<file path="src/rtl/uart_pkg.sv">
// Shared definitions for the 8250-style receive path: FSM states and
// oversampling constants.
package uart_pkg;

  localparam int OVERSAMPLE = 16;
  localparam int MID_SAMPLE = 7;
  localparam int BIT_SAMPLE = 15;
  localparam int DATA_BITS  = 8;

  typedef enum logic [2:0] {
    IDLE,
    START,
    DATA,
    PARITY,
    STOP
  } rx_state_e;

endpackage

</file>
<file path="src/rtl/uart_rx_fifo.sv">
// Receive byte FIFO. A pop on a full FIFO frees the slot for a push in the
// same cycle; pops on empty and pushes on full (without pop) are dropped.
module uart_rx_fifo #(
  parameter int DEPTH = 4,
  parameter int W     = 8
) (
  input  logic         clk,
  input  logic         rst_n,
  input  logic         push,
  input  logic         pop,
  input  logic [W-1:0] wdata,
  output logic [W-1:0] rdata,
  output logic         full,
  output logic         empty
);

  localparam int AW = $clog2(DEPTH);

  logic [W-1:0] mem [DEPTH];
  logic [AW:0]  wr_ptr, rd_ptr;
  logic         do_push, do_pop;

  assign empty   = (wr_ptr == rd_ptr);
  assign full    = (wr_ptr[AW] != rd_ptr[AW]) && (wr_ptr[AW-1:0] == rd_ptr[AW-1:0]);
  assign do_pop  = pop && !empty;
  assign do_push = push && (!full || do_pop);
  assign rdata   = mem[rd_ptr[AW-1:0]];

  // Storage and pointer update; storage is cleared so the head reads 0 out of reset.
  always_ff @(posedge clk or negedge rst_n) begin
    if (!rst_n) begin
      wr_ptr <= '0;
      rd_ptr <= '0;
      for (int i = 0; i < DEPTH; i++) mem[i] <= '0;
    end else begin
      if (do_push) begin
        mem[wr_ptr[AW-1:0]] <= wdata;
        wr_ptr              <= wr_ptr + 1'b1;
      end
      if (do_pop) rd_ptr <= rd_ptr + 1'b1;
    end
  end

endmodule

</file>
<file path="src/rtl/uart_rx_ctrl.sv">
// 8250-style receive controller: synchronizer, 16x baud tick, start-bit
// validation, byte assembly, receive FIFO and line-status flags.
// Optional even-parity check enabled by defining UART_RX_PARITY_EN.
module uart_rx_ctrl
  import uart_pkg::*;
#(
  parameter int FIFO_DEPTH = 4,
  parameter int DIV_W      = 16
) (
  input  logic             clk,
  input  logic             rst_n,
  input  logic [DIV_W-1:0] divisor,
  input  logic             serial_in,
  input  logic             rd_en,
  input  logic             lsr_rd,
  input  logic             irq_en,
  output logic [7:0]       rx_data,
  output logic             data_ready,
  output logic             overrun_err,
  output logic             frame_err,
  output logic             irq
`ifdef UART_RX_PARITY_EN
  ,
  output logic             parity_err
`endif
);

  localparam int SUB_W = $clog2(OVERSAMPLE);
  localparam int BIT_W = $clog2(DATA_BITS);

  logic             rx_s1, rx_s;
  logic [DIV_W-1:0] div_cnt, div_lat;
  logic             tick;
  rx_state_e        state, state_nxt;
  logic [SUB_W-1:0] sub_cnt;
  logic [BIT_W-1:0] bit_cnt;
  logic [7:0]       shreg;
  logic             mid_pt, bit_pt, last_bit;
  logic             sub_clr, bit_clr, shift_en, stop_smp;
  logic             push_q, stop_bad_q;
  logic             fifo_full, fifo_empty;
`ifdef UART_RX_PARITY_EN
  logic             par_smp, par_bad, par_bad_q;
`endif

  // Two-flop synchronizer; idles high so reset does not look like a start bit.
  always_ff @(posedge clk or negedge rst_n) begin
    if (!rst_n) begin
      rx_s1 <= 1'b1;
      rx_s  <= 1'b1;
    end else begin
      rx_s1 <= serial_in;
      rx_s  <= rx_s1;
    end
  end

  // Divisor is latched at each wrap so a new value only takes effect then.
  assign tick = (div_lat <= DIV_W'(1)) || (div_cnt == div_lat - DIV_W'(1));

  // 16x oversample tick generator.
  always_ff @(posedge clk or negedge rst_n) begin
    if (!rst_n) begin
      div_cnt <= '0;
      div_lat <= '0;
    end else if (tick) begin
      div_cnt <= '0;
      div_lat <= divisor;
    end else begin
      div_cnt <= div_cnt + 1'b1;
    end
  end

  assign mid_pt   = (sub_cnt == SUB_W'(MID_SAMPLE));
  assign bit_pt   = (sub_cnt == SUB_W'(BIT_SAMPLE));
  assign last_bit = (bit_cnt == BIT_W'(DATA_BITS - 1));

  // FSM state register.
  always_ff @(posedge clk or negedge rst_n) begin
    if (!rst_n) state <= IDLE;
    else        state <= state_nxt;
  end

  // FSM next state; all transitions happen on a baud tick.
  always_comb begin
    state_nxt = state;
    if (tick) begin
      case (state)
        IDLE:   if (!rx_s) state_nxt = START;
        START:  if (mid_pt) state_nxt = rx_s ? IDLE : DATA;
`ifdef UART_RX_PARITY_EN
        DATA:   if (bit_pt && last_bit) state_nxt = PARITY;
        PARITY: if (bit_pt) state_nxt = STOP;
`else
        DATA:   if (bit_pt && last_bit) state_nxt = STOP;
`endif
        STOP:   if (bit_pt) state_nxt = IDLE;
        default: state_nxt = IDLE;
      endcase
    end
  end

  // FSM outputs: sample strobes and counter controls.
  always_comb begin
    sub_clr  = 1'b0;
    bit_clr  = 1'b0;
    shift_en = 1'b0;
    stop_smp = 1'b0;
`ifdef UART_RX_PARITY_EN
    par_smp  = 1'b0;
`endif
    if (tick) begin
      case (state)
        IDLE:  sub_clr = 1'b1;
        START: begin
          sub_clr = mid_pt;
          bit_clr = mid_pt;
        end
        DATA: begin
          sub_clr  = bit_pt;
          shift_en = bit_pt;
        end
`ifdef UART_RX_PARITY_EN
        PARITY: begin
          sub_clr = bit_pt;
          par_smp = bit_pt;
        end
`endif
        STOP: begin
          sub_clr  = bit_pt;
          stop_smp = bit_pt;
        end
        default: sub_clr = 1'b1;
      endcase
    end
  end

  // Oversample/bit counters and LSB-first shift register.
  always_ff @(posedge clk or negedge rst_n) begin
    if (!rst_n) begin
      sub_cnt <= '0;
      bit_cnt <= '0;
      shreg   <= '0;
    end else begin
      if (tick)         sub_cnt <= sub_clr ? '0 : sub_cnt + 1'b1;
      if (bit_clr)      bit_cnt <= '0;
      else if (shift_en) bit_cnt <= bit_cnt + 1'b1;
      if (shift_en)     shreg   <= {rx_s, shreg[7:1]};
    end
  end

`ifdef UART_RX_PARITY_EN
  // Even parity: data ones plus parity bit must be even.
  always_ff @(posedge clk or negedge rst_n) begin
    if (!rst_n)       par_bad <= 1'b0;
    else if (par_smp) par_bad <= rx_s ^ (^shreg);
  end
`endif

  // Push strobe one cycle after the stop sample, with its error qualifiers.
  always_ff @(posedge clk or negedge rst_n) begin
    if (!rst_n) begin
      push_q     <= 1'b0;
      stop_bad_q <= 1'b0;
`ifdef UART_RX_PARITY_EN
      par_bad_q  <= 1'b0;
`endif
    end else begin
      push_q     <= stop_smp;
      stop_bad_q <= stop_smp & ~rx_s;
`ifdef UART_RX_PARITY_EN
      par_bad_q  <= stop_smp & par_bad;
`endif
    end
  end

  uart_rx_fifo #(.DEPTH(FIFO_DEPTH), .W(8)) u_fifo (
    .clk   (clk),
    .rst_n (rst_n),
    .push  (push_q),
    .pop   (rd_en),
    .wdata (shreg),
    .rdata (rx_data),
    .full  (fifo_full),
    .empty (fifo_empty)
  );

  assign data_ready = ~fifo_empty;

  // Sticky line-status flags; a new error wins over a status-read clear.
  // A pop in the push cycle makes room, so full only overruns without rd_en.
  always_ff @(posedge clk or negedge rst_n) begin
    if (!rst_n) begin
      overrun_err <= 1'b0;
      frame_err   <= 1'b0;
`ifdef UART_RX_PARITY_EN
      parity_err  <= 1'b0;
`endif
    end else begin
      if (push_q && fifo_full && !rd_en) overrun_err <= 1'b1;
      else if (lsr_rd)                   overrun_err <= 1'b0;
      if (push_q && stop_bad_q)          frame_err   <= 1'b1;
      else if (lsr_rd)                   frame_err   <= 1'b0;
`ifdef UART_RX_PARITY_EN
      if (push_q && par_bad_q)           parity_err  <= 1'b1;
      else if (lsr_rd)                   parity_err  <= 1'b0;
`endif
    end
  end

  // Registered receive interrupt.
  always_ff @(posedge clk or negedge rst_n) begin
    if (!rst_n) irq <= 1'b0;
    else        irq <= data_ready & irq_en;
  end

endmodule

</file>
<file path="config.mk">
export PLATFORM = sky130hd
export DESIGN_NAME = uart_rx_ctrl
export DESIGN_NICKNAME = d
export VERILOG_FILES = /design/src/rtl/uart_pkg.sv /design/src/rtl/uart_rx_fifo.sv /design/src/rtl/uart_rx_ctrl.sv
export SDC_FILE = /design/constraint.sdc
export NUM_CORES = 1
export LEC_CHECK = 0
export CAP_MARGIN = 20
export CORE_MARGIN = 5
export CORE_UTILIZATION = 50
export CTS_CLUSTER_SIZE = 25
export DETAILED_ROUTE_END_ITERATION = 6
export PLACE_DENSITY = 0.72
export SLEW_MARGIN = 20
export SYNTH_ARGS = -nofsm -noshare
export SYNTH_HDL_FRONTEND = slang
export SYNTH_SLANG_ARGS = --single-unit
</file>
<file path="constraint.sdc">
create_clock -name clk -period 5.7 [get_ports clk]
set_clock_uncertainty 0.05 [all_clocks]
set_input_delay 1.14 -clock clk [delete_from_list [all_inputs] [get_ports clk]]
set_output_delay 1.14 -clock clk [all_outputs]
set_load 0.05 [all_outputs]
</file>
# --- Yosys cells after proc, flatten, opt, wreduce, memory -nomap -nowiden ---
# Index checks and enable logic that the tools add are counted.
word_totals:
  in_bits: 22
  register_bits: 95
  wordCells: 95
  output_inout_bits: 12
classes:
  order_cmp: 4
  bitwise: 6
  muxes: 27
  reduce_logical: 19
  eq_ne: 14
  add_sub_neg: 6
ops:
  columns: ["op", "count"]
  rows:
  - ["bitwise mux 32 bit", 1]
  - ["2-to-1 mux 8 bit", 3]
  - ["2-to-1 mux 3 bit", 6]
  - ["adder 16 x 1 -> 16 bit (second input constant)", 1]
  - ["binary-select mux 8 bit (select 2 bit)", 1]
  - ["demux 8 bit (select 2 bit)", 1]
  - ["== test 16 bit", 1]
  - ["<= comparator 16 x 1 -> 1 bit (second input constant)", 1]
  - ["2-to-1 mux 16 bit", 1]
  - ["subtractor 16 x 1 -> 16 bit (second input constant)", 1]
  - ["one-hot mux 3 bit (4 select lines)", 1]
  - ["2-to-1 mux 1 bit", 10]
  - ["adder 3 x 1 -> 3 bit (second input constant)", 3]
  - ["logical AND 1 bit", 8]
  - ["!= test 2 bit (second input constant)", 4]
  - ["== test 3 bit (second input constant)", 2]
  - [">= comparator 3 bit (second input constant)", 2]
  - ["inverter 2 -> 3 bit", 2]
  - ["nonzero test 2 bit", 3]
  - ["AND reduction 5 bit", 1]
  - ["adder 4 x 1 -> 4 bit (second input constant)", 1]
  - ["== test 4 x 3 -> 1 bit (second input constant)", 1]
  - ["== test 4 bit (second input constant)", 1]
  - ["2-to-1 mux 4 bit", 1]
  - ["other kinds (14)", 19]

# --- Depth between registers and ports, before layout ---
depth:
  word_depth: 6
  ltp_mapped: 12
  depth_no_buf: 10

# --- Modules after synthesis ---
# Synthesis repeated with hierarchy kept, for this count alone.
unflattened:
  cells_unflattened: 401
  area_unflattened_um2: 4982.3
by_module_without_submodules:
  columns: ["module", "instances", "seq_area_each_um2", "cells_per_inst", "area_per_inst_um2"]
  rows:
  - ["uart_rx_ctrl", 1, 1428.9, 290, 3106.7]
  - ["uart_rx_fifo", 1, 950.9, 111, 1875.5]

# --- Worst setup path before layout ---
# No wires, ideal clock.
synth_timing:
  path_kind: "register to register"
  startpoint: "register div_lat[0]"
  endpoint: "register shreg[0]"
  setup_ns: 0.125
  n_path_buf: 2
  path_stages_with_launch: 13
  path_slack_ns: 2.660
  period_less_slack_ns: 3.040
  required_ns: 5.525
  arrival_time_ns: 2.865
  path_cell_list: "dfrtp_1 > inv_1 > ha_1 > or3b_2 > clkbuf_1 > nor4_1 > o41ai_1 > and2_1 > nor4_2 > a21oi_2 > nor2_1 > buf_4 > mux2_4"
synth_via:
  elab_chain_len: 4
  elab_cells_between_ends: 5
  classes_between: "add/sub (1); order compare (1); eq/ne (1); mux (1); reduce/logical (1)"
synth_rtl:
  columns: ["element", "line_no", "source"]
  rows:
  - ["from (decl)", "uart_rx_ctrl.sv:32", "logic [DIV_W-1:0] div_cnt, div_lat;"]
  - ["from (signal assigned)", "uart_rx_ctrl.sv:67", "div_lat <= divisor;"]
  - ["subtractor 16 x 1 -> 16 bit", "uart_rx_ctrl.sv:58", "assign tick = (div_lat <= DIV_W'(1)) || (div_cnt == div_lat - DIV_W'(1));"]
  - ["== test 16 bit", "uart_rx_ctrl.sv:58", null]
  - ["logical OR 1 bit (*)", "uart_rx_ctrl.sv:58", null]
  - ["2-to-1 mux 1 bit (*)", "uart_rx_ctrl.sv:111", "if (tick) begin"]
  - ["to (signal assigned)", "uart_rx_ctrl.sv:147", "if (shift_en) shreg <= {rx_s, shreg[7:1]};"]
  - ["to (decl)", "uart_rx_ctrl.sv:37", "logic [7:0] shreg;"]
# Mark *: on every way between the ends. The rest lies on a longest branch, timed or not.
# A chain may end at the register's enable or synchronous reset.

# --- Worst setup path in the final report ---
layout_timing:
  startpoint: "register div_lat[0]"
  endpoint: "register bit_cnt[0]"
layout_via:
  elab_chain_len: 5
  elab_cells_between_ends: 8
  classes_between: "add/sub (1); order compare (1); eq/ne (1); mux (3); reduce/logical (2)"
layout_rtl:
  columns: ["element", "line_no", "source"]
  rows:
  - ["subtractor 16 x 1 -> 16 bit", "uart_rx_ctrl.sv:58", null]
  - ["== test 16 bit", "uart_rx_ctrl.sv:58", null]
  - ["logical OR 1 bit (*)", "uart_rx_ctrl.sv:58", null]
  - ["2-to-1 mux 1 bit", "uart_rx_ctrl.sv:111", null]
  - ["2-to-1 mux 3 bit / nonzero test 2 bit (equally long branches)", null, null]
  - ["to (signal assigned)", "uart_rx_ctrl.sv:146", "else if (shift_en) bit_cnt <= bit_cnt + 1'b1;"]
  - ["to (decl)", "uart_rx_ctrl.sv:36", "logic [BIT_W-1:0] bit_cnt;"]
# Marked as above.

==> metrics.md <==
| Metric | Value |
|---|---|
| Wirelength per Cell | 16.4 µm |
| Initial core utilization | 51.5% |
| DR pass1 iterations | 4 |
| Sequential area share after synthesis | 49.7% |
| First-pass GRT wire length | 15800 µm |
| Count leader, synth | dfrtp_1 |
| Port Buffers | 33 |
| Post-CTS Setup Bufs | 0 |
| Commonest cells post-synth | dfrtp_1 (93), mux2_2 (39), nor2_1 (29) |
| IO Count | 34 |
| Area growth from synthesis to layout | 12.2% |
| Slew HR | 38.1% |
| Routed Wire Length | 9300 µm |
| Yosys top cell area share | 48.6% |
| Min-delay worst type | reg -> reg |
| Final ANT Viol Nets | 0 |
| Die footprint | 11600 µm² |
| Async SR Flop Fraction | 100% |
| RSZ-0062 raised after global routing | false |
| Final GP Congestion | 0.849 |
| Worst-margin pin slew | 0.929 ns |
| N_diodes | 0 |
| Fmax | 266 MHz |
| Internal Pwr Total | 989 µW |
| Number of gates resized after cts | 0 |
| Residual DRC count | 0 |
| Fraction of layout cells with a size suffix above 1 | 19.9% |
| Sequential Power Share | 56.1% |
| Htree depth | 3 |
| Cells after Synth | 404 |
| Cts hold-fix bufs | 0 |
| Syn Area/Cell | 11.8 µm² |
| Minimum clock period | 3.76 ns |
| CP max FO | 42 |
| Net switching power | 431 µW |
| FILL cells | 789 |
| Vias per cell | 5.48 |
| Number of global-route vias before repair | 3138 |
| Nets | 465 |
| Crit. End Element | register |
| Startpoint types | register |
| Worst vdd ir | 0.133 mV |
| TNS Setup | 0 ns |
| Cell area power density | 264 nW/µm² |
| Path type of the worst setup path | reg -> reg |
| Worst EP arrival | 3.96 ns |
| Final slew viol count | 0 |
| Flops & latches, synth | 95 |
| Sw frac | 30.3% |
| Placement Cell Area | 5190 µm² |
| Yosys cell types | 55 |
| Hold_ws | 0.310 ns |
| Die X-Extent | 108 µm |
| Final instance area | 5370 µm² |
| Gate power share | 14.8% |
| Main area contributors after synthesis | dfrtp_1 (49%), mux2_2 (9.2%), xnor2_1 (4.8%) |
| Syn. warnings | 0 |
| Clk network pwr share | 29.1% |
| Area leader, netlist | dfrtp_1 |
| Syn Nets | 437 |
| Post-synth EDFFs | 0 |
| Post-synth top flop | dfrtp_1 |
| Site Rows | 35 |
| Core area | 9280 µm² |
| Total global routing overflow | 0 |
| Sink Count | 95 |
| Initial DRC count | 133 |
| Largest net degree at the start of global routing | 77 |
| Final worst path period share | 65.9% |
| Status | complete, no violations |
| Clock latency on the worst-skew pair | 0.37 ns |
| TritonCTS buffer count | 9 |
| Final Hold Fails | 0 |
| CTS tree | built |
| Via Count | 3103 |
| CP Data Required Time | 5.90 ns |
| LEAKAGE | 2.34 nW |
| Initial antenna violation count | 0 |
| Die height | 108 µm |
| Max-Cap Viols | 0 |
| CTS clock-pin slew for the worst setup and hold paths | 0.10 ns |
| All-Layer GR Usage | 17.5% |
| HPWL Detailed | 6490 µm |
| Total power | 1.42 mW |
| # setup viols final | 0 |
| CTS root buf | clkbuf_8 |
| Synth Cell Area | 4790 µm² |
| Clk buf depth | 2 |
-- state kept, by name, indices dropped and copies added (netlist names), 3 cells and up --
| register | cells |
|---|---|
| div_cnt | 16 |
| sub_cnt | 4 |
| u_fifo.mem | 32 |
| shreg | 8 |
| u_fifo.wr_ptr | 3 |
| state | 3 |
| div_lat | 16 |
| u_fifo.rd_ptr | 3 |
| bit_cnt | 3 |
-- metal layers --
| layer | GRT usage [%] | vias up | routed length (µm) |
|---|---|---|---|
| met2 | 26.3 | 59 | 4160 |
| met1 | 25.5 | 1521 | 4570 |
| met5 | 0 | - | 0 |
| met4 | 6.13 | 0 | 140 |
| li1 | - | 1513 | - |
| met3 | 3.00 | 10 | 427 |
-- per-stage QoR --
step / util, % / std cells / setup slack (ns)
finish: 57.8 / 566 / 1.94
global placement: 55.9 / 550 / 2.08
floorplan: - / 404 / 2.66
CTS: 57.8 / 566 / 1.88
global route: 57.8 / 566 / 1.64
detailed placement: 55.9 / 550 / 1.88
-- critical path, stage by stage (launching register included) --
cell and delay [ns]:
dfrtp_1 0.44, inv_1 0.11, ha_1 0.21, or3b_2 0.55, nor4_1 0.30, o41ai_1 0.12, and2_1 0.17, nor4_2 0.36
a22o_2 0.74, nand3_1 0.26, mux2_2 0.34
-- cell families after synthesis --
kind of cell             after synthesis  share of synthesized area (%)
AO/OA/AOI/OAI                         43                           6.77
XOR/XNOR                              38                           6.95
adder cells (fa/ha/maj)               11                           2.88
buffers and inverters                 26                           2.64
flip-flops                            95                           49.7
multiplexers                          59                           16.5
AND/OR/NAND/NOR                      132                           14.5
-- final cells by class --
class	count	area, µm²	area share [%]
timing repair buffer	34	335	6.24
sequential	95	2380	44.3
clock inverter	6	50.0	0.932
multi-input combinational	283	2280	42.5
inverter	9	33.8	0.629
clock buffer	10	128	2.38
tap	129	161	3.01
-- worst paths after layout --
| path | startpoint | endpoint | slack, ns | cells after the start |
|---|---|---|---|---|
| min in group asynchronous | rst_n | div_lat[12] | 0.60 | 1 |
| min | rx_s1 | rx_s | 0.31 | 0 |
| max reg2reg | div_lat[0] | bit_cnt[0] | 1.94 | 10 |
| max in group asynchronous | rst_n | state[1] | 3.80 | 2 |
| min reg2reg | rx_s1 | rx_s | 0.31 | 0 |
| max | div_lat[0] | bit_cnt[0] | 1.94 | 10 |
-- power groups by stage --
stage	sequential, mW	combinational, mW	clock, mW
after CTS	0.798	0.213	0.424
after global placement	0.808	0.207	0
after detailed placement	0.811	0.211	0
after floorplan	0.759	0.188	0
final	0.797	0.210	0.413
after global routing	0.806	0.237	0.450
-- layout by cell type, fill, tap and decap left out, types with 3 or more instances in the layout --
cell type,instances
dfrtp_1,93
xnor2_1,26
and3_1,6
clkdlybuf4s50_1,32
ha_1,11
clkbuf_8,9
nor2b_1,3
a21oi_1,3
nor3_1,10
mux4_2,8
inv_1,9
mux2_2,39
xor2_1,12
and2_1,5
a22o_1,12
nand4_1,3
nand2b_1,5
inv_6,3
nand3b_1,3
o21ai_0,11
nor4_1,10
nor2_1,28
mux2_4,10
nand2_1,27
nand3_1,18
Power figures use the tool's default switching activity.
==> RTL change 1 (same flow settings) <==
Add an input register stage for `divisor` and `irq_en`; this delays them by one clock. The other inputs are not delayed to match.
--- a/src/rtl/uart_rx_ctrl.sv
+++ b/src/rtl/uart_rx_ctrl.sv
@@ -29,4 +29,12 @@
   localparam int BIT_W = $clog2(DATA_BITS);
 
+  logic [DIV_W-1:0] divisor_q;
+  logic irq_en_q;
+
+  always_ff @(posedge clk) begin
+    divisor_q <= divisor;
+    irq_en_q  <= irq_en;
+  end
+
   logic             rx_s1, rx_s;
   logic [DIV_W-1:0] div_cnt, div_lat;
@@ -65,5 +73,5 @@
     end else if (tick) begin
       div_cnt <= '0;
-      div_lat <= divisor;
+      div_lat <= divisor_q;
     end else begin
       div_cnt <= div_cnt + 1'b1;
@@ -211,5 +219,5 @@
   always_ff @(posedge clk or negedge rst_n) begin
     if (!rst_n) irq <= 1'b0;
-    else        irq <= data_ready & irq_en;
+    else        irq <= data_ready & irq_en_q;
   end
 
Function: same outputs for any inputs over 10 cycles, from zero or initial values and one cycle with rst_n low; that may be too few to reach the edited logic, so the function may still have changed.
==> RTL change 1 against the original RTL <==
  * Clock power rose by 16%
  * Power rose by 13%
  * Setup slack improved by 0.086 ns
  * First-iteration DRC count rose by 54%
  * Area after synthesis rose by 7.1%
  * Routed wire length fell by 4.8%
  * Design area rose by 7.5%
  * Die area rose by 6.4%
  * Sequential cell count rose by 17
  * Critical path type is now reg2out
  * Critical endpoint is now rx_data[2]
==> RTL change 1: results (changes against the original RTL) <==
Outcome:
- The flow ran to the end, and the final reports show no timing, DRC or antenna violations.

Finish:
- The flip-flop count of the largest register, all copies and words added is 32 (unchanged).
- The number of diodes added for antenna fixing is 0 (unchanged).
- More flip-flops sit in one register than any other, and that register is u_fifo.mem.
- The number of nets at the end of the flow is 481 (+3.4%).
- The share of post-route cells with drive strength above 1 is 0.168 (-0.0313).

Route:
- The iteration count of the initial detailed-routing pass is 4 (unchanged).
- The count of routing violations after the opening detailed-route iteration is 205 (+54%).
- The via density per instance came to 5.43 (-0.93%).
- The average wire length per cell after detail routing is 15.0 µm (-8.5%).

Worst setup path:
- The critical-path maximum fanout is 11 (-74%).
- The slack of the worst reg-to-reg path came to 2.29 ns (+0.35 ns).
- The worst path arrival time is 2.48 ns (-1.48 ns).

Clock network:
- The clock insertion delay at the later pin of the skew report is between 0.3 and 0.4 ns.
- The root cell of the clock tree is sky130_fd_sc_hd__clkbuf_8.
- The post-CTS clock slew at the launch and capture registers of the worst setup and hold paths is 0.10 ns (about the same).
- The setup fix buffers added after clock tree synthesis was 0 (unchanged).
- The total CTS buffers is 9 (unchanged).
- The worst-case clock buffer depth is 2 (unchanged).
- The CTS H-tree depth is 3 (unchanged).
- The number of resized instances in the post-cts repair step came to 0 (unchanged).

GRT:
- The via count of the first global-routing pass is 3160 (+0.70%).
- The all-layer global routing usage is 0.152 (-0.0233).
- The global-route wire length before repair is 15.2 mm (-4.2%).
- The pin count of the biggest net entering global routing is 67 (-13%).
- The initial antenna violation count is 0 (unchanged).

Pwr:
- The static power due to leakage was 2.54 nW (+8.4%).
- The worst vdd rail ir drop is 0.192 mV (+44%).

Logic synthesis:
- The total nets after synthesis is 451 (+3.2%).
- The number of warnings issued by yosys is 0 (unchanged).
- The share of synthesized registers carrying an async set or reset came to 0.848 (-0.152).
- Yosys attributes the largest share of cell area to sky130_fd_sc_hd__dfrtp_1 (45%), sky130_fd_sc_hd__mux2_2 (7.2%), sky130_fd_sc_hd__dfxtp_1 (6.6%), sky130_fd_sc_hd__mux2_1 (5.3%), sky130_fd_sc_hd__xnor2_1 (5.0%).
- The prevailing post-synth register cell is sky130_fd_sc_hd__dfrtp_1.
- The sequential share of the synthesized area is 0.531 (+0.0334).
- The commonest cells after synthesis are sky130_fd_sc_hd__dfrtp_1 (93), sky130_fd_sc_hd__mux2_2 (33), sky130_fd_sc_hd__xnor2_1 (29).
- The unique cell type count in the Yosys netlist is 62 (+13%).

Placed design:
- The count of input and output buffers is 33 (unchanged).
- The placed wire-length estimate is 6.30 mm (-2.8%).
- The final RePlAce weighted congestion is 0.874 (+3.0%).

Min path:
- The path class of the tightest hold or removal check is reg2reg.

Timing:
- The worst hold slack is 0.309 ns (-0.000701 ns).
- The normalized max-slew margin is 0.467 (+0.0860).
-- RTL change 1: per-stage QoR --
step	setup WS, ns	instances	area [µm²]
2_1_floorplan	2.94	418	5130
3_3_place_gp	2.43	573	5560
6_report	2.03	589	5770
4_1_cts	1.98	589	5770
3_5_place_dp	2.33	573	5560
5_1_grt	1.92	589	5770
-- RTL change 1: path summary, 6_finish.rpt --
| kind | from | endpoint | cells after the start |
|---|---|---|---|
| max in group asynchronous | rst_n | u_fifo.mem[7]$_DFFE_PN0P_ | 2 |
| max reg2reg | div_lat[3]$_DFFE_PN0N_ | state[0]$_DFFE_PN0P_ | 7 |
| max | u_fifo.rd_ptr[0]$_DFFE_PN0P_ | rx_data[2] | 2 |
| min | rx_s1$_DFF_PN1_ | rx_s$_DFF_PN1_ | 0 |
| min in group asynchronous | rst_n | frame_err$_DFFE_PN0P_ | 1 |
| min reg2reg | rx_s1$_DFF_PN1_ | rx_s$_DFF_PN1_ | 0 |
-- RTL change 1: critical path, stage by stage (launching register included) --
cell,delay (ns)
sky130_fd_sc_hd__dfrtp_1,0.78
sky130_fd_sc_hd__mux4_2,0.61
sky130_fd_sc_hd__clkdlybuf4s50_1,0.72
-- RTL change 1: layer usage --
layer	vias up	wire, µm	GRT usage
li1	1548	-	-
met1	1578	4340	0.210
met2	57	3970	0.224
met3	16	354	0.0431
met4	0	189	0.0633
met5	-	0	0
-- RTL change 1: where the power goes --
part	switching [mW]	internal [mW]
combinational	0.0912	0.110
clock	0.257	0.222
sequential	0.0875	0.836
-- RTL change 1: layout make-up --
class                      count  area (µm²)
multi-input combinational    277        2280
timing repair buffer          35         343
sequential                   112        2720
inverter                      13        48.8
clock inverter                 3        18.8
tap                          136         170
clock buffer                  13         190
fill                         835        4370
-- RTL change 1: logic make-up (layout without fill, tap and decap cells) --
family / Yosys count / after routing / share of synthesized area
AND/OR/NAND/NOR: 116 / 116 / 0.124
flip-flops: 112 / 112 / 0.531
multiplexers: 68 / 68 / 0.168
AO/OA/AOI/OAI: 46 / 46 / 0.0632
XOR/XNOR: 36 / 36 / 0.0615
buffers and inverters: 29 / 64 / 0.0254
adder cells (fa/ha/maj): 11 / 11 / 0.0268
==> RTL change 2 (same settings) <==
Made on the original files. `DATA_BITS`: 8 -> 4.
--- a/src/rtl/uart_pkg.sv
+++ b/src/rtl/uart_pkg.sv
@@ -6,5 +6,5 @@
   localparam int MID_SAMPLE = 7;
   localparam int BIT_SAMPLE = 15;
-  localparam int DATA_BITS  = 8;
+  localparam int DATA_BITS  = 4;
 
   typedef enum logic [2:0] {
Formal check against the unedited RTL: same outputs for any inputs over 10 cycles, from zero or initial values and one cycle with rst_n low; that may be too few to reach the edited logic, so the function may still have changed.
==> RTL change 2 against the original RTL <==
  * Utilization up 0.46 points
  * Fmax up 2.8%
  * Routed wire length down 0.43%
  * Critical path type is now reg2out
  * Power down 10%
  * First-iteration DRC count unchanged
  * Area after synthesis up 0.21%
  * Setup slack better by 0.10 ns
  * Critical endpoint is now rx_data[6]
  * Sequential cell count down 1
  * Highest routed layer unchanged
  * Design area up 0.79%
==> RTL change 2: results (changes against the original RTL) <==
Logic synthesis:
- The total nets after synthesis was 451 (+3.2%).
- The commonest cells after synthesis are sky130_fd_sc_hd__dfrtp_1 (92), sky130_fd_sc_hd__mux2_2 (38), sky130_fd_sc_hd__nor2_1 (38).
- The adder and majority gate portion of the synthesized area is 0.0261 (-0.00267).
- The parity-gate share of the synthesized area counting xor and xnor cells was 0.0730 (+0.00351).
- The fraction of the mapped netlist area in compound gates is 0.0801 (+0.0124).
- After synthesis, the cell types taking the most area are sky130_fd_sc_hd__dfrtp_1 (48%), sky130_fd_sc_hd__mux2_2 (8.9%), sky130_fd_sc_hd__xnor2_1 (4.6%), sky130_fd_sc_hd__mux4_2 (3.8%), sky130_fd_sc_hd__nor2_1 (3.0%).
- The unique cell type count in the Yosys netlist is 56 (+1.8%).
- The area share of the largest cell type after synthesis is 0.480 (-0.00623).
- The sequential share of the synthesized area is 0.491 (-0.00626).
- The share of synthesized area spent on multiplexers is 0.154 (-0.0110).

Outcome:
- The flow ran to the end, and the final reports show no timing, DRC or antenna violations.

Placed design:
- The placement-stage cell area is 5220 µm² (+0.51%).
- The final RePlAce weighted congestion is 0.843 (-0.64%).
- The placed wire-length estimate is 6.69 mm (+3.1%).

Timing:
- The normalized max-slew margin is 0.463 (+0.0818).

GRT:
- The all-layer global routing usage was 0.169 (-0.00538).
- The pin count of the biggest net entering global routing is 65 (-16%).
- The via count of the first global-routing pass came to 3232 (+3.0%).

Finish:
- The number of filler cells placed in the layout was 794 (+0.63%).
- The share of post-route cells with drive strength above 1 was 0.188 (-0.0114).

Pwr:
- The worst vdd rail ir drop came to 0.125 mV (-6.3%).

Worst setup path:
- The slack of the worst reg-to-reg path is 2.17 ns (+0.23 ns).
- The capturing point of the worst reg2reg path is sub_cnt[3]$_DFFE_PN0N_.
- The critical path ends at rx_data[6].
- The worst path arrival time is 2.46 ns (-1.50 ns).
- The source of the critical timing path is u_fifo.rd_ptr[0]$_DFFE_PN0P_.
- The depth of the worst register-to-register path is 11 (+1).

Route:
- The via density per instance is 5.57 (+1.5%).
- The overall routed net length was 9.26 mm (-0.43%).
==> RTL change 2: changes by cell type after synthesis, sizes merged, moves of 3 or more <==
cell   delta
xor2      +3
inv       +3
nor4      -3
or3       +4
nor2      +9
o21ai     +9
a22o      -3
and4      +3
a21o      +4
nand2     -6
mux2      -3
a21oi     -3
==> RTL change 2: kinds of logic after synthesis <==
family,count (synthesis)
simple gates,137
fa+ha+maj,10
buf+inv,29
flops,94
xor+xnor,40
mux,55
compound gates,54
==> RTL change 2: power breakdown <==
group | switching, mW | leakage, nW | internal (mW)
combinational | 0.0514 | 1.13 | 0.0655
sequential | 0.0430 | 1.26 | 0.680
clock | 0.265 | 0.0974 | 0.173
total | 0.359 | 2.48 | 0.919
==> RTL change 2: area by class of cell <==
type	instances	area, µm²	share of cell area
flip-flops and latches	94	2350	0.435
inverters	12	45.0	0.00832
clock buffers	9	124	0.0229
well taps	129	161	0.0298
repair buffers	35	343	0.0633
clock inverters	7	72.6	0.0134
multi-input cells	296	2310	0.427
==> RTL change 2: per-stage QoR <==
stage	hold WS, ns	setup WS [ns]	cells
after global routing	0.320	1.86	582
after CTS	0.316	1.97	582
after global placement	0.299	2.37	566
after floorplan	0.295	2.78	419
after detailed placement	0.299	2.22	566
final	0.312	2.05	582
==> RTL change 2: routing by layer <==
layer | vias up | global-route usage | part of all wire
met5 | - | 0 | 0
met4 | 0 | 0.0622 | 0.018
met3 | 15 | 0.0358 | 0.039
met2 | 53 | 0.281 | 0.50
met1 | 1612 | 0.220 | 0.45
li1 | 1559 | - | -
==> RTL change 2: worst max-delay path, stage by stage, from the launching register on <==
cell	delay, ns
sky130_fd_sc_hd__dfrtp_1	0.78
sky130_fd_sc_hd__mux4_2	0.60
sky130_fd_sc_hd__clkdlybuf4s50_1	0.71
